## config.mk

```make
export PLATFORM = sky130hd
export DESIGN_NAME = auc_alu_arb
export DESIGN_NICKNAME = d
export VERILOG_FILES = /design/src/rtl/auc_pkg.sv /design/src/rtl/auc_rrpick.sv /design/src/rtl/auc_alu_arb.sv
export SDC_FILE = /design/constraint.sdc
export NUM_CORES = 1
export LEC_CHECK = 0
export BUFFER_PORTS_ARGS = -buffer_cell sky130_fd_sc_hd__clkbuf_2
export CORE_AREA = 10 10 427 429
export DETAILED_ROUTE_END_ITERATION = 12
export DIE_AREA = 0 0 437 439
export PLACE_DENSITY = 0.3
export SLEW_MARGIN = 20
export SYNTH_ARGS = -nofsm -noshare
export SYNTH_HDL_FRONTEND = slang
export SYNTH_HIERARCHICAL = 1
export SYNTH_SLANG_ARGS = --single-unit
```

## constraint.sdc

```tcl
create_clock -name clk -period 5.4 [get_ports clk]
set_input_delay 1.62 -clock clk [delete_from_list [all_inputs] [get_ports clk]]
set_output_delay 1.62 -clock clk [all_outputs]
set_load 0.02 [all_outputs]
```

## src/rtl/auc_pkg.sv

```systemverilog
// Shared constants for the ALU/RAM arbiter slice: default widths and FSM state encodings.
package auc_pkg;

    localparam int AUC_NREQ  = 3;
    localparam int AUC_WID   = 256;
    localparam int AUC_AWID  = 5;
    localparam int AUC_OPWID = 4;

    typedef logic [1:0] state_t;

    localparam state_t ST_IDLE  = 2'd0;
    localparam state_t ST_GRANT = 2'd1;
    localparam state_t ST_DRAIN = 2'd2;

endpackage

```

## src/rtl/auc_rrpick.sv

```systemverilog
// Combinational round-robin picker: first set request bit at or after ptr, wrapping.
module auc_rrpick #(
    parameter int N  = 3,
    parameter int IW = 2
) (
    input  logic [N-1:0]  req,
    input  logic [IW-1:0] ptr,
    output logic [N-1:0]  win,
    output logic [IW-1:0] idx,
    output logic          found
);

    int   pos_s;
    logic hit_s;

    // Walk the request vector starting at ptr and keep only the first hit
    always_comb begin
        win   = '0;
        idx   = '0;
        found = 1'b0;
        pos_s = 0;
        hit_s = 1'b0;
        for (int i = 0; i < N; i++) begin
            pos_s      = (int'(ptr) + i >= N) ? int'(ptr) + i - N : int'(ptr) + i;
            hit_s      = ~found & req[pos_s];
            win[pos_s] = hit_s;
            idx        = hit_s ? IW'(pos_s) : idx;
            found      = found | hit_s;
        end
    end

endmodule

```

## src/rtl/auc_alu_arb.sv

```systemverilog
// Session-locked round-robin arbiter that shares one modular ALU and the operand RAM
// port between NREQ sequencers; the owner keeps the port until it drops req and drains.
module auc_alu_arb
    import auc_pkg::*;
#(
    parameter int NREQ  = AUC_NREQ,
    parameter int WID   = AUC_WID,
    parameter int AWID  = AUC_AWID,
    parameter int OPWID = AUC_OPWID
) (
    input  logic                  clk,
    input  logic                  rst,
    input  logic [NREQ-1:0]       req,
    input  logic [NREQ*OPWID-1:0] req_opcode,
    input  logic [NREQ-1:0]       req_auen,
    input  logic [NREQ-1:0]       req_carry,
    input  logic [NREQ-1:0]       req_swapop,
    input  logic [NREQ-1:0]       req_swapvl,
    input  logic [NREQ*AWID-1:0]  req_ra,
    input  logic [NREQ*AWID-1:0]  req_wa,
    input  logic [NREQ-1:0]       req_we,
    input  logic [NREQ*WID-1:0]   req_wd,
    output logic [NREQ-1:0]       gnt,
    output logic [NREQ-1:0]       req_auvld,
    output logic [OPWID-1:0]      alu_opcode,
    output logic                  alu_auen,
    output logic                  alu_carry,
    output logic                  alu_swapop,
    output logic                  alu_swapvl,
    input  logic                  alu_auvld,
    output logic [AWID-1:0]       ram_ra,
    output logic [AWID-1:0]       ram_wa,
    output logic                  ram_we,
    output logic [WID-1:0]        ram_wd,
    output logic                  busy,
    output logic                  err
);

    localparam int IW = $clog2(NREQ);

    state_t          state_r;
    logic [NREQ-1:0] gnt_r;
    logic [IW-1:0]   owner_r;
    logic [IW-1:0]   ptr_r;
    logic            busy_r;
    logic            err_r;

    logic [NREQ-1:0] win_s;
    logic [IW-1:0]   win_idx_s;
    logic            win_found_s;
    logic [IW-1:0]   ptr_nxt_s;
    logic            held_s;
    logic            granting_s;
    logic            own_auen_s;
    logic            own_we_s;
    logic            fwd_auen_s;
    logic            drop_auen_s;
    logic            stray_s;
    logic            busy_nxt_s;
    logic            err_nxt_s;

    auc_rrpick #(
        .N  (NREQ),
        .IW (IW)
    ) u_rrpick (
        .req   (req),
        .ptr   (ptr_r),
        .win   (win_s),
        .idx   (win_idx_s),
        .found (win_found_s)
    );

    // Qualify the owner's strobes; a new op while one is outstanding is dropped and flagged
    always_comb begin
        held_s      = (state_r != ST_IDLE);
        granting_s  = (state_r == ST_GRANT);
        own_auen_s  = req_auen[owner_r];
        own_we_s    = req_we[owner_r];
        fwd_auen_s  = granting_s & own_auen_s & ~(busy_r & ~alu_auvld);
        drop_auen_s = granting_s & own_auen_s & busy_r & ~alu_auvld;
        stray_s     = |((req_auen | req_we) & ~gnt_r);
        busy_nxt_s  = fwd_auen_s | (busy_r & ~alu_auvld);
        err_nxt_s   = err_r | drop_auen_s | (alu_auvld & ~busy_r) | stray_s;
        ptr_nxt_s   = (win_idx_s == IW'(NREQ - 1)) ? '0 : win_idx_s + IW'(1);
    end

    // Route the owner's slice to the ALU/RAM; DRAIN keeps fields but blocks new strobes
    always_comb begin
        alu_opcode = '0;
        alu_auen   = 1'b0;
        alu_carry  = 1'b0;
        alu_swapop = 1'b0;
        alu_swapvl = 1'b0;
        ram_ra     = '0;
        ram_wa     = '0;
        ram_we     = 1'b0;
        ram_wd     = '0;
        if (held_s) begin
            alu_opcode = req_opcode[int'(owner_r)*OPWID +: OPWID];
            alu_carry  = req_carry[owner_r];
            alu_swapop = req_swapop[owner_r];
            alu_swapvl = req_swapvl[owner_r];
            ram_ra     = req_ra[int'(owner_r)*AWID +: AWID];
            ram_wa     = req_wa[int'(owner_r)*AWID +: AWID];
            ram_wd     = req_wd[int'(owner_r)*WID +: WID];
            alu_auen   = fwd_auen_s;
            ram_we     = granting_s & own_we_s;
        end else begin
            alu_auen   = 1'b0;
            ram_we     = 1'b0;
        end
    end

    // Session FSM, round-robin pointer and the busy/err status flags
    always_ff @(posedge clk or negedge rst) begin
        if (!rst) begin
            state_r <= ST_IDLE;
            gnt_r   <= '0;
            owner_r <= '0;
            ptr_r   <= '0;
            busy_r  <= 1'b0;
            err_r   <= 1'b0;
        end else begin
            busy_r <= busy_nxt_s;
            err_r  <= err_nxt_s;
            case (state_r)
                ST_IDLE: begin
                    if (win_found_s) begin
                        state_r <= ST_GRANT;
                        gnt_r   <= win_s;
                        owner_r <= win_idx_s;
                        ptr_r   <= ptr_nxt_s;
                    end
                end
                ST_GRANT: begin
                    if (!req[owner_r]) begin
                        if (busy_nxt_s) begin
                            state_r <= ST_DRAIN;
                        end else begin
                            state_r <= ST_IDLE;
                            gnt_r   <= '0;
                        end
                    end
                end
                ST_DRAIN: begin
                    if (alu_auvld) begin
                        state_r <= ST_IDLE;
                        gnt_r   <= '0;
                    end
                end
                default: begin
                    state_r <= ST_IDLE;
                    gnt_r   <= '0;
                end
            endcase
        end
    end

    assign gnt       = gnt_r;
    assign busy      = busy_r;
    assign err       = err_r;
    assign req_auvld = {NREQ{alu_auvld}} & gnt_r;

endmodule

```

After elaboration in Yosys (flattened, before gate mapping)
Cells that the tools add are included.
- register bits after elaboration: 11
- bits of input ports: 831
- output and inout port bits: 283
- word-level logic and storage cells: 123
- add/sub/neg operators: 6
- multiply operators: 1
- $lt $le $gt $ge: 10
- eq/ne operators: 7
- shift operators: 4
- muxes and demuxes: 55
- bitwise logic cells: 25
- reductions and logical operators: 9
- operators by type and width (kind ; number):
    768-bit by 11-bit variable part select with 256-bit output ; 1
    256-bit two-way mux ; 1
    32-bit by 1-bit greater-or-equal comparator with 1-bit output, second input constant ; 3
    32-bit by 4-bit < comparator with 1-bit output, second input constant ; 3
    32-bit two-way mux ; 3
    32-bit by 3-bit greater-or-equal comparator with 1-bit output, second input constant ; 2
    32-bit by 3-bit subtractor with 32-bit output, second input constant ; 2
    15-bit by 32-bit variable part select with 5-bit output ; 1
    1-bit two-way mux ; 20
    1-bit binary-select mux with 2-bit select ; 9
    2-bit two-way mux ; 8
    15-bit by 6-bit variable part select with 5-bit output ; 1
    3-bit two-way mux ; 4
    12-bit by 5-bit variable part select with 4-bit output ; 1
    5-bit two-way mux ; 2
    1-bit AND ; 9
    3-bit AND ; 3
    3-bit one-hot mux with 3 select lines ; 1
    3-bit bitwise mux ; 2
    1-bit demux with 2-bit select ; 3
    2-bit inequality test, second input constant ; 3
    1-bit bitwise OR ; 6
    2-bit one-hot mux with 3 select lines ; 1
    2-bit by 3-bit multiplier with 5-bit output, second input constant ; 1
    other kinds (20) ; 27

Logic depth before layout (Yosys ltp)
- depth after elaboration: 13
- gate-level depth with buffers: 11
- depth with buffers taken out: 10

Cells and area by module
The synthesis kept the hierarchy.
- by module, submodules not included (module ; instances ; cells an instance ; area each (um^2)):
    auc_alu_arb ; 1 ; 1284 ; 7561.0
    auc_rrpick ; 1 ; 45 ; 314.1

Worst setup path after synthesis
OpenSTA, ideal clock, no wires.
- path type: input to output
- from: in req_auen[2]
- to: out alu_auen
- arrival: 2.319 ns
- data required time: 3.780 ns
- setup slack: 1.461 ns
- stages: 4
- cells stage by stage: mux2i_1 > o2bb2ai_1 > nand2_1 > nor2_1
- cells in the longest elaborated chain, start to end: 5
- ends and longest elaborated chain (element ; RTL line ; text):
    from (decl) ; auc_alu_arb.sv:15 ; input logic [NREQ-1:0] req_auen,
    1-bit binary-select mux with 2-bit select ; auc_alu_arb.sv:77 ; own_auen_s = req_auen[owner_r];
    1-bit two-way mux (not written as such) ; auc_alu_arb.sv:77 ;
    1-bit AND (2 in a row) ; auc_alu_arb.sv:79 ; fwd_auen_s = granting_s & own_auen_s & ~(busy_r & ~alu_auvld);
    1-bit two-way mux ; auc_alu_arb.sv:98 ; if (held_s) begin
    to (decl) ; auc_alu_arb.sv:26 ; output logic alu_auen,
Every way passes these cells. The select of a mux whose other input is x is not followed.

Worst setup path after layout
- from: in req_wd[556]
- to: out ram_wd[44]
- cells in the longest elaborated chain, start to end: 2
- ends and longest elaborated chain (element ; RTL line ; text):
    from (decl) ; auc_alu_arb.sv:22 ; input logic [NREQ*WID-1:0] req_wd,
    768-bit by 11-bit variable part select with 256-bit output ; auc_alu_arb.sv:105 ; ram_wd = req_wd[int'(owner_r)*WID +: WID];
    256-bit two-way mux ; auc_alu_arb.sv:98 ;
    to (decl) ; auc_alu_arb.sv:34 ; output logic [WID-1:0] ram_wd,
Every way passes these cells.

==> run metrics <==
WP data arrival 2.97 ns; Port Buffers 1113; maxcap violations 0; Worst path top cell family by delay simple AND/OR/NAND/NOR gates; initial antenna violation count 110; Synth Instances 1329; Finished Layout Cells 4715; core box area 173400 sq um; critical path type input pin to primary output; FF+latch count, synth 11; final setup fails 0; DRC 0; setup ws final 0.8097 ns; hpwl dp 113800 microns; DP Cell Count 4686; cts bufs inserted 3; Rows 153; fin area 16220 sq um; Clock Latency Late Sink 0.24 ns; slew margin rel. 0.4419; Crit. End Element primary output; Post-Synth Adder-Cell Area 0.006355; most frequent cell after synthesis nor2_1; Worst-path clk slew 0.04 ns; crit share post-route 0.8500; stages on the worst setup path 6; Post-CTS Repair Setup Buffers 0; Max Root-Sink Buffers 2; grt total ovfl 0; Compound-Gate Fraction of Synth Area 0.1999; Worst-Margin Slew 0.8372 ns; Crit Reg-Reg Startpoint owner_r[1]$_DFFE_PN0P_; power consumption 8.914 mW; multiplexer share of the synthesized area 0.3627; Final Skew 0.004389 ns; vias in the first global route 14220; mean area per synthesized cell 5.926 sq um; Final Util 0.09352; router iterations before antenna repair 5; EDFF count, synth 0; Peak VDD IR 0.2112 mV; I/O pins 1114; # resized after CTS 0; via count 14520; Antenna Violating Nets Remaining 0; share of the synthesized area in the top cell type 0.3584; clock root cell clkbuf_16; Die H 439 microns; Final min period 4.590 ns; Nets 3201; CP Cell Sequence clkbuf_2, mux2i_1, nor2_1, a21oi_1, nor2_1, clkbuf_2; R2R depth 6; layout cell share with drive strength beyond 1 0.4956; cell area after synthesis 7875 sq um; DR iter-0 viols 1186; fill cell count 20890; largest net degree at the start of global routing 73; Worst path max stage delay 0.62 ns; ys async rst share 1.000; main combinational cell family by area after synthesis multiplexers; synth top area cells mux2i_1, nor2_1, a21oi_1; WHS Endpoint ptr_r[0]$_DFFE_PN0P_; Leakage 7.841 nW; clock sink total 11; cts hold-fix bufs 0; worst min path class flop to flop; Die W 437 microns; RSZ-0062 raised after global routing no; Cell variety after synth 41; Buf+Inv Stages, Crit Path 2; Syn. warnings 6; GRT Overall Usage 0.1204; Fin. Hold Viols 0; routability congestion estimate 1.007; Post-DP Area 16080 sq um; DP Worst Slack 0.7625 ns; max-slew violation count 0; CP Launch Type input pin; status completed; syn nets 2164; global-route wire length before repair 155400 microns; final wirelength 124700 microns; H-tree depth reported by CTS 1; commonest cells in the netlist nor2_1, mux2i_1, a21oi_1, buf_6, buf_2; Initial Util 0.04541; fmax 0.2179 GHz; CP max FO 1; simple-gate share of the synthesized area 0.2919; Pwr Density 549.5 nW/um^2; ys flop type dfrtp_1; Worst path slowest cell nor2_1; hold path cells 2; Critical R2R Capture gnt[2]$_DFFE_PN0P_; P&R area growth vs syn 106.0%; setup total negative slack 0 ns; Crit path required time 3.78 ns; Synth area leader mux2i_1; TritonCTS clock tree built; Avg WL per Cell 26.44 microns; hold slack 0.5461 ns; die area 191800 sq um; Synth Area in XOR/XNOR 0; Worst R2R Setup Slack 2.79 ns; Seq/Total Area, Yosys 0.03495; Hold Path Origin ptr_r[0]$_DFFE_PN0P_; DR vias/cell 3.080
worst max-delay path by stage:
stage	start	endpoint	slack [ns]
after floorplan	req_auen[2]	alu_auen	1.46
after global placement	req_wd[98]	ram_wd[98]	0.73
after detailed placement	req_wd[98]	ram_wd[98]	0.76
after CTS	req_wd[98]	ram_wd[98]	0.76
after global routing	owner_r[0]$_DFFE_PN0P_	ram_wd[222]	0.76
final	req_wd[556]	ram_wd[44]	0.81
state kept, by name (all words and copies together) (netlist names):
register / cells
busy: 1
err: 1
owner_r: 2
state_r: 2
ptr_r: 2
gnt: 3
logic make-up after synthesis:
| logic type | count (synthesis) |
|---|---|
| flops | 11 |
| compound gates | 303 |
| buf+inv | 133 |
| fa+ha+maj | 4 |
| mux | 285 |
| simple gates | 593 |
report_power, final:
group          switching [mW]  internal, mW  total (mW)
sequential              0.156         0.117       0.273
clock                  0.0400        0.0995       0.140
combinational            5.94          2.56        8.50
cell type report:
class | instances | area (sq um) | area share
antenna | 25 | 62.56 | 0.003857
clock buffer | 4 | 78.83 | 0.004860
inverter | 6 | 22.52 | 0.001388
multi-input combinational | 1185 | 6787 | 0.4184
sequential | 11 | 282.8 | 0.01743
tap | 2325 | 2909 | 0.1793
timing repair buffer | 1159 | 6078 | 0.3747
tightest hold or removal path: stages, from the launching register on:
cell	delay [ns]
dfrtp_1	0.39
nand2_1	0.06
o31ai_1	0.06
cells in the final DEF, fill, tap and decap left out, types with 2 or more instances in the layout:
cell,n
nand2_1,12
nor2_1,558
mux2_2,3
buf_4,33
ha_1,4
and2_1,3
dfrtp_1,9
o21ai_0,5
mux2i_1,282
diode_2,25
o22ai_1,5
clkbuf_16,3
buf_12,13
a21oi_1,278
a31oi_1,2
nand2b_1,2
nor4_1,2
nand3b_1,2
inv_1,6
clkbuf_2,1113
nor2b_1,6
dfrtp_4,2
routing by layer:
layer / wire (microns) / up-vias / share of wire / track usage
met2: 60280 / 789 / 0.48 / 0.2075
met5: 418 / - / 0.0034 / 0
met1: 50420 / 6901 / 0.40 / 0.1493
met3: 12620 / 158 / 0.10 / 0.04423
met4: 943 / 68 / 0.0076 / 0.006348
li1: - / 6606 / - / -
No activity file was read; power rests on OpenSTA's default activity.
